File: src/rtl/sparse_index_stream_if.sv
`default_nettype none
// ============================================================================
//  Module      : sparse_index_stream_if
//  Description : Handshake bundle for sparse_index_stream. The mask producer
//                and the index consumer sit on the master side. The
//                serialiser sits on the slave side.
//                  in_valid/in_ready/in_seq    - activity mask input
//                  out_valid/out_ready         - index beat output
//                  out_addr/out_ord/out_last   - beat payload
//                  empty_pulse/busy            - status
//  Revision    : 1.0  initial release
// ============================================================================
interface sparse_index_stream_if #(
    parameter int N    = 16,
    parameter int LOGN = 4
);
    logic            in_valid;
    logic            in_ready;
    logic [N-1:0]    in_seq;
    logic            out_valid;
    logic            out_ready;
    logic [LOGN-1:0] out_addr;
    logic [LOGN:0]   out_ord;
    logic            out_last;
    logic            empty_pulse;
    logic            busy;

    modport master (
        output in_valid, in_seq, out_ready,
        input  in_ready, out_valid, out_addr, out_ord, out_last, empty_pulse, busy
    );

    modport slave (
        input  in_valid, in_seq, out_ready,
        output in_ready, out_valid, out_addr, out_ord, out_last, empty_pulse, busy
    );
endinterface
`default_nettype wire

File: src/rtl/sparse_index_stream.sv
`default_nettype none
// ============================================================================
//  Module      : sparse_index_stream
//  Description : Serialises an N-bit channel activity mask into a stream of
//                set-bit indices, one per accepted beat. Each bit is cleared
//                as it is emitted. A new mask may be loaded on the cycle the
//                final beat of the previous one is accepted, so consecutive
//                masks stream without bubbles.
//  Ports       : clk, rst (sync, active high)
//                bus.in_valid/in_ready/in_seq     mask load handshake
//                bus.out_valid/out_ready          beat handshake
//                bus.out_addr/out_ord/out_last    beat payload
//                bus.empty_pulse                  all-zero mask was loaded
//                bus.busy                         set bits remain
//  Revision    : 1.0  initial release
// ============================================================================
module sparse_index_stream #(
    parameter int N         = 16,
    parameter int LOGN      = 4,
    parameter bit MSB_FIRST = 1'b0
) (
    input  wire logic               clk,
    input  wire logic               rst,
    sparse_index_stream_if.slave    bus
);
    typedef enum logic [0:0] {
        IDLE = 1'b0,
        EMIT = 1'b1
    } state_t;

    state_t          r_state, w_state_nx;
    logic [N-1:0]    r_mask,  w_mask_nx;
    logic [LOGN:0]   r_ord,   w_ord_nx;
    logic            r_empty, w_empty_nx;

    logic [LOGN-1:0] w_addr;
    logic            w_single;
    logic            w_emit;
    logic            w_last;
    logic            w_accept;
    logic            w_in_ready;
    logic            w_load;

    // Priority search over the held mask. The last match in loop order wins,
    // so the loop runs away from the end that should take priority.
    generate
        if (MSB_FIRST) begin : g_msb_first
            always_comb begin
                w_addr = '0;
                for (int i = 0; i < N; i++) begin
                    if (r_mask[i]) w_addr = LOGN'(i);
                end
            end
        end else begin : g_lsb_first
            always_comb begin
                w_addr = '0;
                for (int i = N - 1; i >= 0; i--) begin
                    if (r_mask[i]) w_addr = LOGN'(i);
                end
            end
        end
    endgenerate

    // Exactly one bit set: non-zero, and clearing the lowest set bit leaves zero.
    assign w_single   = (r_mask != '0) && ((r_mask & (r_mask - N'(1))) == '0);
    assign w_emit     = (r_state == EMIT);
    assign w_last     = w_emit & w_single;
    assign w_accept   = w_emit & bus.out_ready;
    // Ready on the final accepted beat gives back-to-back reloads.
    assign w_in_ready = ~w_emit | (w_accept & w_last);
    assign w_load     = bus.in_valid & w_in_ready;

    always_comb begin
        w_state_nx = r_state;
        w_mask_nx  = r_mask;
        w_ord_nx   = r_ord;
        w_empty_nx = 1'b0;

        if (w_accept) begin
            w_mask_nx = r_mask & ~(N'(1) << w_addr);
            w_ord_nx  = r_ord + (LOGN+1)'(1);
            if (w_last) w_state_nx = IDLE;
        end

        // A load overrides the accept bookkeeping; it only coincides with
        // the final beat, whose residual mask is zero anyway.
        if (w_load) begin
            w_mask_nx  = bus.in_seq;
            w_ord_nx   = '0;
            w_state_nx = (bus.in_seq != '0) ? EMIT : IDLE;
            w_empty_nx = (bus.in_seq == '0);
        end
    end

    always_ff @(posedge clk) begin
        if (rst) begin
            r_state <= IDLE;
            r_mask  <= '0;
            r_ord   <= '0;
            r_empty <= 1'b0;
        end else begin
            r_state <= w_state_nx;
            r_mask  <= w_mask_nx;
            r_ord   <= w_ord_nx;
            r_empty <= w_empty_nx;
        end
    end

    assign bus.in_ready    = w_in_ready;
    assign bus.out_valid   = w_emit;
    assign bus.out_addr    = w_addr;
    assign bus.out_ord     = r_ord;
    assign bus.out_last    = w_last;
    assign bus.empty_pulse = r_empty;
    assign bus.busy        = w_emit;
endmodule
`default_nettype wire
File: src/flat_wrapper.sv
// flat-port wrapper written by rule: the top's interface ports become plain ports
module sparse_index_stream_flat 
#(
    parameter int N         = 16,
    parameter int LOGN      = 4,
    parameter bit MSB_FIRST = 1'b0
)
  (clk, rst, bus_in_valid, bus_in_seq, bus_out_ready, bus_in_ready, bus_out_valid, bus_out_addr, bus_out_ord, bus_out_last, bus_empty_pulse, bus_busy);
  sparse_index_stream_if #(.N(N), .LOGN(LOGN)) bus_i ();
  input  wire logic clk;
  input  wire logic rst;
  input wire logic [$bits(bus_i.in_valid)-1:0] bus_in_valid;
  input wire logic [$bits(bus_i.in_seq)-1:0] bus_in_seq;
  input wire logic [$bits(bus_i.out_ready)-1:0] bus_out_ready;
  output wire logic [$bits(bus_i.in_ready)-1:0] bus_in_ready;
  output wire logic [$bits(bus_i.out_valid)-1:0] bus_out_valid;
  output wire logic [$bits(bus_i.out_addr)-1:0] bus_out_addr;
  output wire logic [$bits(bus_i.out_ord)-1:0] bus_out_ord;
  output wire logic [$bits(bus_i.out_last)-1:0] bus_out_last;
  output wire logic [$bits(bus_i.empty_pulse)-1:0] bus_empty_pulse;
  output wire logic [$bits(bus_i.busy)-1:0] bus_busy;
  assign bus_i.in_valid = bus_in_valid;
  assign bus_i.in_seq = bus_in_seq;
  assign bus_i.out_ready = bus_out_ready;
  assign bus_in_ready = bus_i.in_ready;
  assign bus_out_valid = bus_i.out_valid;
  assign bus_out_addr = bus_i.out_addr;
  assign bus_out_ord = bus_i.out_ord;
  assign bus_out_last = bus_i.out_last;
  assign bus_empty_pulse = bus_i.empty_pulse;
  assign bus_busy = bus_i.busy;
  sparse_index_stream #(.N(N), .LOGN(LOGN), .MSB_FIRST(MSB_FIRST)) u_core (.clk(clk), .rst(rst), .bus(bus_i));
endmodule
File: config.mk
export PLATFORM = sky130hd
export DESIGN_NAME = sparse_index_stream_flat
export DESIGN_NICKNAME = d
export VERILOG_FILES = /design/src/rtl/sparse_index_stream_if.sv /design/src/rtl/sparse_index_stream.sv /design/src/flat_wrapper.sv
export SDC_FILE = /design/constraint.sdc
export NUM_CORES = 1
export LEC_CHECK = 0
export ABC_CLOCK_PERIOD_IN_PS = 4310
export BUFFER_PORTS_ARGS = -buffer_cell sky130_fd_sc_hd__buf_2
export CORE_ASPECT_RATIO = 2
export CORE_MARGIN = 5
export CORE_UTILIZATION = 59
export CTS_CLUSTER_DIAMETER = 40
export CTS_CLUSTER_SIZE = 14
export DETAILED_ROUTE_END_ITERATION = 10
export HOLD_SLACK_MARGIN = 0.15
export PLACE_DENSITY = 0.92
export SLEW_MARGIN = 0
export SYNTH_ARGS = -nofsm -noshare
export SYNTH_HDL_FRONTEND = slang
export SYNTH_SLANG_ARGS = --single-unit
File: constraint.sdc
create_clock -name clk -period 4.31 [get_ports clk]
set_clock_uncertainty 0.2 [all_clocks]
set_input_delay 0.862 -clock clk [delete_from_list [all_inputs] [get_ports clk]]
set_output_delay 0.862 -clock clk [all_outputs]
set_load 0.01 [all_outputs]
==> summary.txt, run 1 <==
Outcome
  – Status: completed

Timing
  – Setup TNS Final: 0 ns
  – Hold slack: 0.371 ns
  – Final setup viols: 0
  – Slew HR: 48.4%
  – Final Hold Fails: 0
  – Worst Tran Pin Value: 0.770 ns
  – Post-layout min period: 3.49 ns
  – Slew Viols, Final: 0
  – Fmax: 286 MHz
  – Unrepaired setup endpoints after global routing: no
  – Tcrit/Tclk final: 81.1%

CTS
  – TritonCTS Buffers: 3
  – CTS tree: done
  – CTS max path bufs: 2
  – Postcts setup bufs: 0
  – Clk slew on worst S/H paths: 0.09 ns
  – Sink Count: 23
  – Post-CTS Resized: 0
  – H-tree depth: 1
  – Hold buffer count at cts: 0
  – Clock Tree Root: clkbuf_8
  – Clk Latency, worst-skew pair: 0.26 ns

Cells and area
  – Ant diodes: 0
  – FILL cells: 235
  – Most common cell after layout, fill and taps aside: buf_2
  – Layout Utilization: 66.6%
  – # nets final: 251
  – Commonest cells after routing, fill and taps aside: 33 x buf_2, 23 x dfxtp_1, 15 x a21oi_1, 15 x nor3_1
  – Fin area: 0.00182 mm²
  – Area grow syn2layout: 8.41%
  – Sequential Area: 460 µm²
  – Multi-input logic area: 0.00108 mm²
  – Share of cells above drive strength 1: 22.7%

Die
  – Core Area: 0.00274 mm²
  – Row count: 27
  – Die Ht: 85.5 µm
  – Die footprint: 0.00408 mm²
  – Die width: 47.8 µm
  – Initial Util: 61.5%
  – Ports: 34

Routing
  – DR DRC count: 0
  – Starting DRT DRC Count: 56
  – DR pass1 iterations: 4
  – Avg Vias per Cell: 6.92
  – Routed WL: 4.69 mm
  – Routed Antenna Nets: 0
  – Average routed wire per standard cell: 18.2 µm
  – Routed via count: 1785

Critical path
  – Startpoint Class: register
  – Critical Path End Type: output port
  – Crit path max-delay family: simple AND/OR/NAND/NOR gates
  – Worst EP required: 3.25 ns
  – Worst r2r src: u_core.r_mask[0]
  – CP max FO: 14
  – Slowest CP cell: nor4_4
  – Kind of critical path: reg2out
  – CP bufs+invs: 1
  – Critical Path Max Stage Delay: 0.51 ns
  – Worst setup startpoint: u_core.r_mask[0]
  – Worst EP arrival: 2.43 ns
  – CP cell instances: nor4_4 > nand2_1 > a2111oi_4 > nand3_1 > o31ai_1 > buf_2

Synthesis
  – Sequential area share after synthesis: 27.4%
  – Cells after synthesis: 212
  – Share of the synthesized area in the top cell type: 27.4%
  – Ys async rst share: 0%
  – Synth Cell Area: 0.00168 mm²
  – Synthesis Warnings: 0
  – Seq cells post-synth: 23
  – Post-synth top flop: dfxtp_1
  – Netlist cell types: 53
  – Syn nets: 233
  – Area contributors post-synth: dfxtp_1 27%, a21oi_1 4.5%, nor3_1 4.5%
  – Area leader, netlist: dfxtp_1
  – EDFF count, synth: 0
  – Synth Area per Inst: 7.93 µm²

Placed design
  – Placer Congestion: 0.892
  – Area of placed instances: 0.00178 mm²
  – HPWL Detailed: 3.64 mm
  – Number of port buffers: 33

Global route
  – All-Layer GR Usage: 25.3%
  – GR Overflow Total: 0
  – Largest net degree at the start of global routing: 24
  – Initial antenna violation count: 0
  – Vias in the first global route: 1722
  – First-pass GRT wire length: 7.80 mm

Hold path
  – Hold_sp: u_core.bus.out_ord[4]
  – Hold Path Class: reg2reg

Power
  – Power Total: 0.605 mW
  – Peak supply drop: 0.000318 V
  – PD cells: 332 mW/mm²
  – Leakage: 0.680 nW

Flow run
  – Max_cap viols: 0
[logic make-up (layout without fill, tap and decap cells)]
logic type,after synthesis,after routing,share of synthesized area [%]
buffers and inverters,28,45,8.11
AOI/OAI and AO/OA,68,68,28.7
xor gates and xnor gates,4,4,2.08
DFF,23,23,27.4
adders and majority gates,1,1,0.744
muxes,6,6,3.57
and+or+nand+nor,82,82,29.4
[registers in the layout, indices dropped and copies added, names as in the netlist]
name / cells
u_core.r_mask: 16
u_core.bus.busy: 1
u_core.bus.out_ord: 5
u_core.bus.empty_pulse: 1
[synthesized netlist by cell type, types with 2 or more instances]
master and instances:
a21oi_1 15, nand3_1 8, o21a_1 2, nor3_1 15
nor2_1 13, o31ai_1 4, mux2i_1 6, xor2_1 3
or4_1 2, inv_1 7, o211ai_1 8, o21ai_0 13
buf_4 3, nand4_1 8, a31oi_1 5, nor2b_1 3
dfxtp_1 23, o21ai_2 3, nor4_4 2, clkbuf_1 14
nor4_1 9, nand2_1 13, a31o_2 2, o41ai_1 2
[final cells by class]
class / count / area share, %
Multi-Input combinational cell: 161 / 59.5
Sequential cell: 23 / 25.3
Timing Repair Buffer: 33 / 9.06
Clock buffer: 3 / 2.26
Tap cell: 29 / 1.99
Inverter: 8 / 1.65
Clock inverter: 1 / 0.275
[power by group]
group          total, mW  switching (mW)  internal (mW)
clock network      0.134          0.0697         0.0645
registers          0.260          0.0343          0.226
logic              0.211           0.125         0.0862
[tightest hold or removal path: stages (launching register included)]
cell	delay [ns]
dfxtp_1	0.33
xor2_1	0.15
nor3_1	0.05
[worst paths after layout]
kind,to,slack (ns),cells past startpoint
max,bus_in_ready,0.82,6
min,u_core.bus.out_ord[4],0.37,2
max reg2reg,u_core.r_mask[11],1.32,6
min reg2reg,u_core.bus.out_ord[4],0.37,2
[routing by layer]
layer / track usage [%] / wire [µm] / part of all wire, % / up-vias
met2: 41.7 / 2470 / 53 / 70
li1: - / - / - / 848
met3: 2.94 / 205 / 4.4 / 32
met5: 0 / 0 / 0 / -
met4: 14.5 / 310 / 6.6 / 0
met1: 29.2 / 1710 / 36 / 835
[stage by stage]
step | setup slack (ns) | cells
6_report | 0.816 | 258
5_1_grt | 0.609 | 258
4_1_cts | 0.825 | 258
3_5_place_dp | 1.11 | 254
3_3_place_gp | 1.15 | 254
2_1_floorplan | 1.37 | 212
Power figures use the tool's default switching activity.
==> run 2, diff against run 1 <==
--- a/config.mk
+++ b/config.mk
@@ -5,16 +5,16 @@
 export SDC_FILE = /design/constraint.sdc
 export NUM_CORES = 1
 export LEC_CHECK = 0
-export ABC_CLOCK_PERIOD_IN_PS = 4310
+export ABC_CLOCK_PERIOD_IN_PS = 3600
 export BUFFER_PORTS_ARGS = -buffer_cell sky130_fd_sc_hd__buf_2
 export CORE_ASPECT_RATIO = 2
 export CORE_MARGIN = 5
-export CORE_UTILIZATION = 59
+export CORE_UTILIZATION = 55
 export CTS_CLUSTER_DIAMETER = 40
 export CTS_CLUSTER_SIZE = 14
 export DETAILED_ROUTE_END_ITERATION = 10
 export HOLD_SLACK_MARGIN = 0.15
-export PLACE_DENSITY = 0.92
+export PLACE_DENSITY = 0.87
 export SLEW_MARGIN = 0
 export SYNTH_ARGS = -nofsm -noshare
 export SYNTH_HDL_FRONTEND = slang
==> constraint.sdc (replaced) <==
create_clock -name clk -period 3.6 [get_ports clk]
set_clock_uncertainty 0.2 [all_clocks]
set_input_delay 0.72 -clock clk [delete_from_list [all_inputs] [get_ports clk]]
set_output_delay 0.72 -clock clk [all_outputs]
set_load 0.01 [all_outputs]
==> run 2 against run 1 <==
Effect of this change: clock-buffer cell count unchanged; sequential cell count unchanged; hold slack worse by 0.018 ns; largest cell class unchanged.
==> summary.txt, run 2 (synthesis gave the netlist of run 1 again) <==
Outcome
  – Status: completed

Power
  – Register share of total power: 42.1%
  – Leakage: 0.691 nW
  – Int Pwr: 0.453 mW
  – Sw power: 0.286 mW
  – Power Total: 0.739 mW
  – Logic pwr share: 35.4%
  – Clk pwr share: 22.4%
  – Sw Ratio: 38.7%
  – PD cells: 402 mW/mm²
  – Peak supply drop: 0.000321 V

Routing
  – Routed via count: 1846
  – Average routed wire per standard cell: 19.5 µm
  – Starting DRT DRC Count: 95
  – Routed Antenna Nets: 0
  – DR pass1 iterations: 7
  – Routed WL: 5.10 mm
  – DR DRC count: 0
  – Avg Vias per Cell: 7.07

Critical path
  – Startpoint Class: register
  – Worst EP arrival: 2.50 ns
  – Slowest CP cell: nor4_4
  – CP max FO: 12
  – CP bufs+invs: 1
  – Kind of critical path: reg2out
  – CP cell instances: nor4_4 > nand2_1 > a2111oi_4 > nand3_1 > o31ai_1 > buf_2
  – Crit path max-delay family: simple AND/OR/NAND/NOR gates
  – Critical Path Max Stage Delay: 0.51 ns
  – Critical Path End Type: output port
  – Worst EP required: 2.68 ns

Global route
  – Largest net degree at the start of global routing: 24
  – Vias in the first global route: 1757
  – GR Overflow Total: 0
  – All-Layer GR Usage: 24.4%
  – First-pass GRT wire length: 8.38 mm
  – Initial antenna violation count: 0

Timing
  – Unrepaired setup endpoints after global routing: no
  – Fmax: 293 MHz
  – Setup TNS Final: 0 ns
  – Tcrit/Tclk final: 94.9%
  – Slew HR: 46.3%
  – Final Hold Fails: 0
  – Post-layout min period: 3.42 ns
  – Worst Tran Pin Value: 0.804 ns
  – Slew Viols, Final: 0
  – Final setup viols: 0

CTS
  – CTS max path bufs: 2
  – CTS tree: done
  – Clk slew on worst S/H paths: 0.08 ns
  – TritonCTS Buffers: 3
  – Sink Count: 23
  – Postcts setup bufs: 0
  – Clock Tree Root: clkbuf_8
  – Clk Latency, worst-skew pair: 0.27 ns
  – H-tree depth: 1
  – Hold buffer count at cts: 0

Die
  – Row count: 28
  – Die footprint: 0.00433 mm²
  – Die Ht: 88.2 µm
  – Die width: 49.1 µm
  – Core Area: 0.00294 mm²
  – Initial Util: 57.1%
  – Ports: 34

Cells and area
  – Commonest cells after routing, fill and taps aside: 33 x buf_2, 23 x dfxtp_1, 15 x a21oi_1, 15 x nor3_1
  – Max reg flops: 16
  – Ant diodes: 0
  – Reg with most FFs: u_core.r_mask
  – Share of cells above drive strength 1: 23.4%
  – # nets final: 253
  – Most common cell after layout, fill and taps aside: buf_2
  – Area grow syn2layout: 9.37%

Placed design
  – Placer Congestion: 0.920
  – Number of port buffers: 33
  – HPWL Detailed: 3.81 mm

Flow run
  – Max_cap viols: 0

Hold path
  – Hold Path Class: reg2reg
==> run 2: worst register-to-register path, stage by stage (launching register included) <==
cell and delay (ns):
dfxtp_1 0.44, nor4_4 0.51, nand2_1 0.20, a2111oi_4 0.48, nor4b_4 0.73, o21ai_0 0.21, a21oi_1 0.19
==> run 2: power by group through the flow <==
stage | Combinational, mW | Sequential, mW | Clock (mW)
4_1_cts | 0.258 | 0.309 | 0.165
3_5_place_dp | 0.256 | 0.315 | 0
6_report | 0.262 | 0.311 | 0.166
3_3_place_gp | 0.251 | 0.314 | 0
5_1_grt | 0.287 | 0.315 | 0.180
2_1_floorplan | 0.212 | 0.289 | 0
==> run 2: per-stage QoR <==
stage / std cells / area, µm² / util (%) / worst slack, ns / hold slack (ns)
after floorplan: 212 / 1680 / - / 0.797 / 0.310
after CTS: 261 / 1840 / 62.5 / 0.153 / 0.355
final: 261 / 1840 / 62.5 / 0.183 / 0.352
after global routing: 261 / 1840 / 62.5 / 0.00537 / 0.384
after global placement: 257 / 1790 / 60.9 / 0.549 / 0.344
after detailed placement: 257 / 1790 / 60.9 / 0.446 / 0.342
==> run 2: layer usage <==
metal	part of all wire (%)	GRT usage (%)	up-vias
li1	-	-	851
met1	34	25.0	855
met2	54	44.3	121
met3	6.9	4.09	19
met4	4.4	15.4	0
met5	0	0	-
==> run 2: path summary, 6_finish.rpt <==
check,startpoint,endpoint,slack (ns),cells after the start
max,u_core.r_mask[1],bus_in_ready,0.18,6
min,u_core.bus.out_ord[4],u_core.bus.out_ord[4],0.35,2
max reg2reg,u_core.r_mask[1],u_core.r_mask[4],0.57,6
min reg2reg,u_core.bus.out_ord[4],u_core.bus.out_ord[4],0.35,2
==> run 2: final cells by class <==
| class | instances | area (µm²) |
|---|---|---|
| Sequential cell | 23 | 460 |
| Fill cell | 278 | 1100 |
| Tap cell | 30 | 37.5 |
| Inverter | 8 | 30.0 |
| Multi-Input combinational cell | 161 | 1080 |
| Timing Repair Buffer | 35 | 180 |
| Clock buffer | 3 | 41.3 |
| Clock inverter | 1 | 5.00 |
==> run 2: repair_timing <==
item                                    4_1_cts  5_1_grt
resized for setup                             0        0
endpoints found under the hold margin         0        0
endpoints found under the setup margin        0        1
==> run 3, diff against run 2 <==
--- a/config.mk
+++ b/config.mk
@@ -7,14 +7,16 @@
 export LEC_CHECK = 0
 export ABC_CLOCK_PERIOD_IN_PS = 3600
 export BUFFER_PORTS_ARGS = -buffer_cell sky130_fd_sc_hd__buf_2
+export CELL_PAD_IN_SITES_DETAIL_PLACEMENT = 0
+export CELL_PAD_IN_SITES_GLOBAL_PLACEMENT = 1
 export CORE_ASPECT_RATIO = 2
 export CORE_MARGIN = 5
-export CORE_UTILIZATION = 55
+export CORE_UTILIZATION = 40
 export CTS_CLUSTER_DIAMETER = 40
 export CTS_CLUSTER_SIZE = 14
 export DETAILED_ROUTE_END_ITERATION = 10
 export HOLD_SLACK_MARGIN = 0.15
-export PLACE_DENSITY = 0.87
+export PLACE_DENSITY = 0.86
 export SLEW_MARGIN = 0
 export SYNTH_ARGS = -nofsm -noshare
 export SYNTH_HDL_FRONTEND = slang
==> run 3 against run 2 <==
Effect of this change: setup slack improved by 0.069 ns; critical path depth did not move; hold slack improved by 0.0093 ns; die area rose by 31%; sequential power barely moved; power rose by 1.0%; utilization fell by 16 points; sequential cell count did not move; routed wire length rose by 1.8%; via count fell by 3.3%; first-iteration DRC count fell by 62%; fmax rose by 2.1%; critical path type unchanged.
==> summary.txt, run 3 (synthesis gave the netlist of run 1 again) <==
CTS
  – Clk Latency, worst-skew pair: 0.27 ns
  – Clk slew on worst S/H paths: 0.08 ns
  – TritonCTS Buffers: 3
  – Post-CTS Resized: 0
  – Clock Tree Root: clkbuf_8
  – CTS max path bufs: 2
  – Postcts setup bufs: 0
  – Sink Count: 23
  – CTS tree: done
  – H-tree depth: 1
  – Hold buffer count at cts: 0

Flow run
  – Max_cap viols: 0

Power
  – Leakage: 0.702 nW
  – Peak supply drop: 0.000285 V
  – PD cells: 395 mW/mm²

Placed design
  – Post-Place Cells: 282
  – Area of placed instances: 0.00184 mm²
  – Pre-CTS setup slack: 0.512 ns
  – Number of port buffers: 33
  – Placer Congestion: 0.878
  – HPWL Detailed: 4.03 mm

Critical path
  – Kind of critical path: reg2out
  – Reg2reg path depth: 5
  – Startpoint Class: register
  – Reg2reg end: u_core.bus.empty_pulse
  – Worst EP required: 2.68 ns
  – CP endpoint: bus_in_ready
  – Worst EP arrival: 2.43 ns
  – CP max FO: 14
  – Worst r2r src: u_core.r_mask[0]
  – R2R setup slack: 0.82 ns
  – Critical Path End Type: output port
  – Worst setup startpoint: u_core.r_mask[0]

Routing
  – DR DRC count: 0
  – Routed Antenna Nets: 0
  – DR pass1 iterations: 4
  – Routed via count: 1785
  – Starting DRT DRC Count: 36
  – Routed WL: 5.20 mm
  – Average routed wire per standard cell: 18.2 µm
  – Avg Vias per Cell: 6.24

Hold path
  – Hold Path Class: reg2reg

Cells and area
  – Fin area: 0.00189 mm²
  – FILL cells: 431
  – Sequential Area: 460 µm²
  – Multi-input logic area: 0.00108 mm²
  – Share of cells above drive strength 1: 23.9%
  – Most common cell after layout, fill and taps aside: buf_2
  – Commonest cells after routing, fill and taps aside: 33 x buf_2, 23 x dfxtp_1, 15 x a21oi_1, 15 x nor3_1
  – Reg with most FFs: u_core.r_mask
  – Layout Utilization: 46.2%
  – Max reg flops: 16
  – Area grow syn2layout: 12.3%
  – Layout Cells excl Fill: 286
  – Ant diodes: 0
  – # nets final: 256

Timing
  – Slew HR: 44.9%
  – Tcrit/Tclk final: 93.0%
  – Worst Tran Pin Value: 0.824 ns
  – Post-layout min period: 3.35 ns
  – Slew Viols, Final: 0
  – Unrepaired setup endpoints after global routing: no
  – Post-route worst setup slack: 0.252 ns
  – Final Hold Fails: 0
  – Final setup viols: 0
  – Setup TNS Final: 0 ns
  – Fmax: 299 MHz

Global route
  – Largest net degree at the start of global routing: 24
  – Vias in the first global route: 1684
  – Initial antenna violation count: 0
  – All-Layer GR Usage: 18.5%
  – First-pass GRT wire length: 8.20 mm
  – GR Overflow Total: 0

Die
  – Initial Util: 41.1%
  – Core Area: 0.00409 mm²
  – Die Ht: 102 µm
  – Row count: 33
  – Die footprint: 0.00568 mm²
  – Die width: 55.8 µm
  – Ports: 34

Outcome
  – Status: completed
-- run 3: cell count changes in the layout (fill, tap and decap cells not counted) --
cell      before  now
clkbuf_1       0    1
clkinv_2       1    0
buf_4          2    5
-- run 3: metal layers --
layer | vias to the layer above | part of all wire, % | GRT usage [%]
met2 | 60 | 56 | 35.6
met3 | 15 | 3.9 | 1.79
li1 | 856 | - | -
met4 | 0 | 5.1 | 13.3
met5 | - | 0 | 0
met1 | 854 | 35 | 18.0
-- run 3: power by group --
part / internal (mW) / switching [mW] / total, mW
clock: 0.0793 / 0.0858 / 0.165
combinational: 0.113 / 0.158 / 0.271
sequential: 0.270 / 0.0395 / 0.310
-- run 3: final cells by class --
cell class                 count  share of cell area, %
inverter                       8                   1.59
clock buffer                   4                   2.39
timing repair buffer          38                   10.7
multi-input combinational    161                   57.5
tap                           52                   3.45
sequential                    23                   24.4
-- run 3: worst min-delay path by stage --
stage,start,end,depth (start not counted)
3_5_place_dp,u_core.bus.out_ord[4],u_core.bus.out_ord[4],2
6_report,u_core.bus.out_ord[4],u_core.bus.out_ord[4],2
2_1_floorplan,u_core.r_mask[14],u_core.r_mask[14],2
3_3_place_gp,u_core.bus.out_ord[4],u_core.bus.out_ord[4],2
4_1_cts,u_core.bus.out_ord[4],u_core.bus.out_ord[4],2
5_1_grt,u_core.r_mask[14],u_core.r_mask[14],2
-- run 3: metrics by stage --
step	hold WS [ns]	power (mW)
after CTS	0.363	0.749
after floorplan	0.310	0.501
final	0.362	0.746
after detailed placement	0.340	0.584
after global placement	0.347	0.584
after global routing	0.417	0.793
-- run 3: worst max-delay path, stage by stage (launching register included) --
cell,delay (ns)
dfxtp_1,0.45
or4_4,0.62
o22a_1,0.24
a2111oi_4,0.27
nand3_1,0.11
o31ai_1,0.27
buf_2,0.19
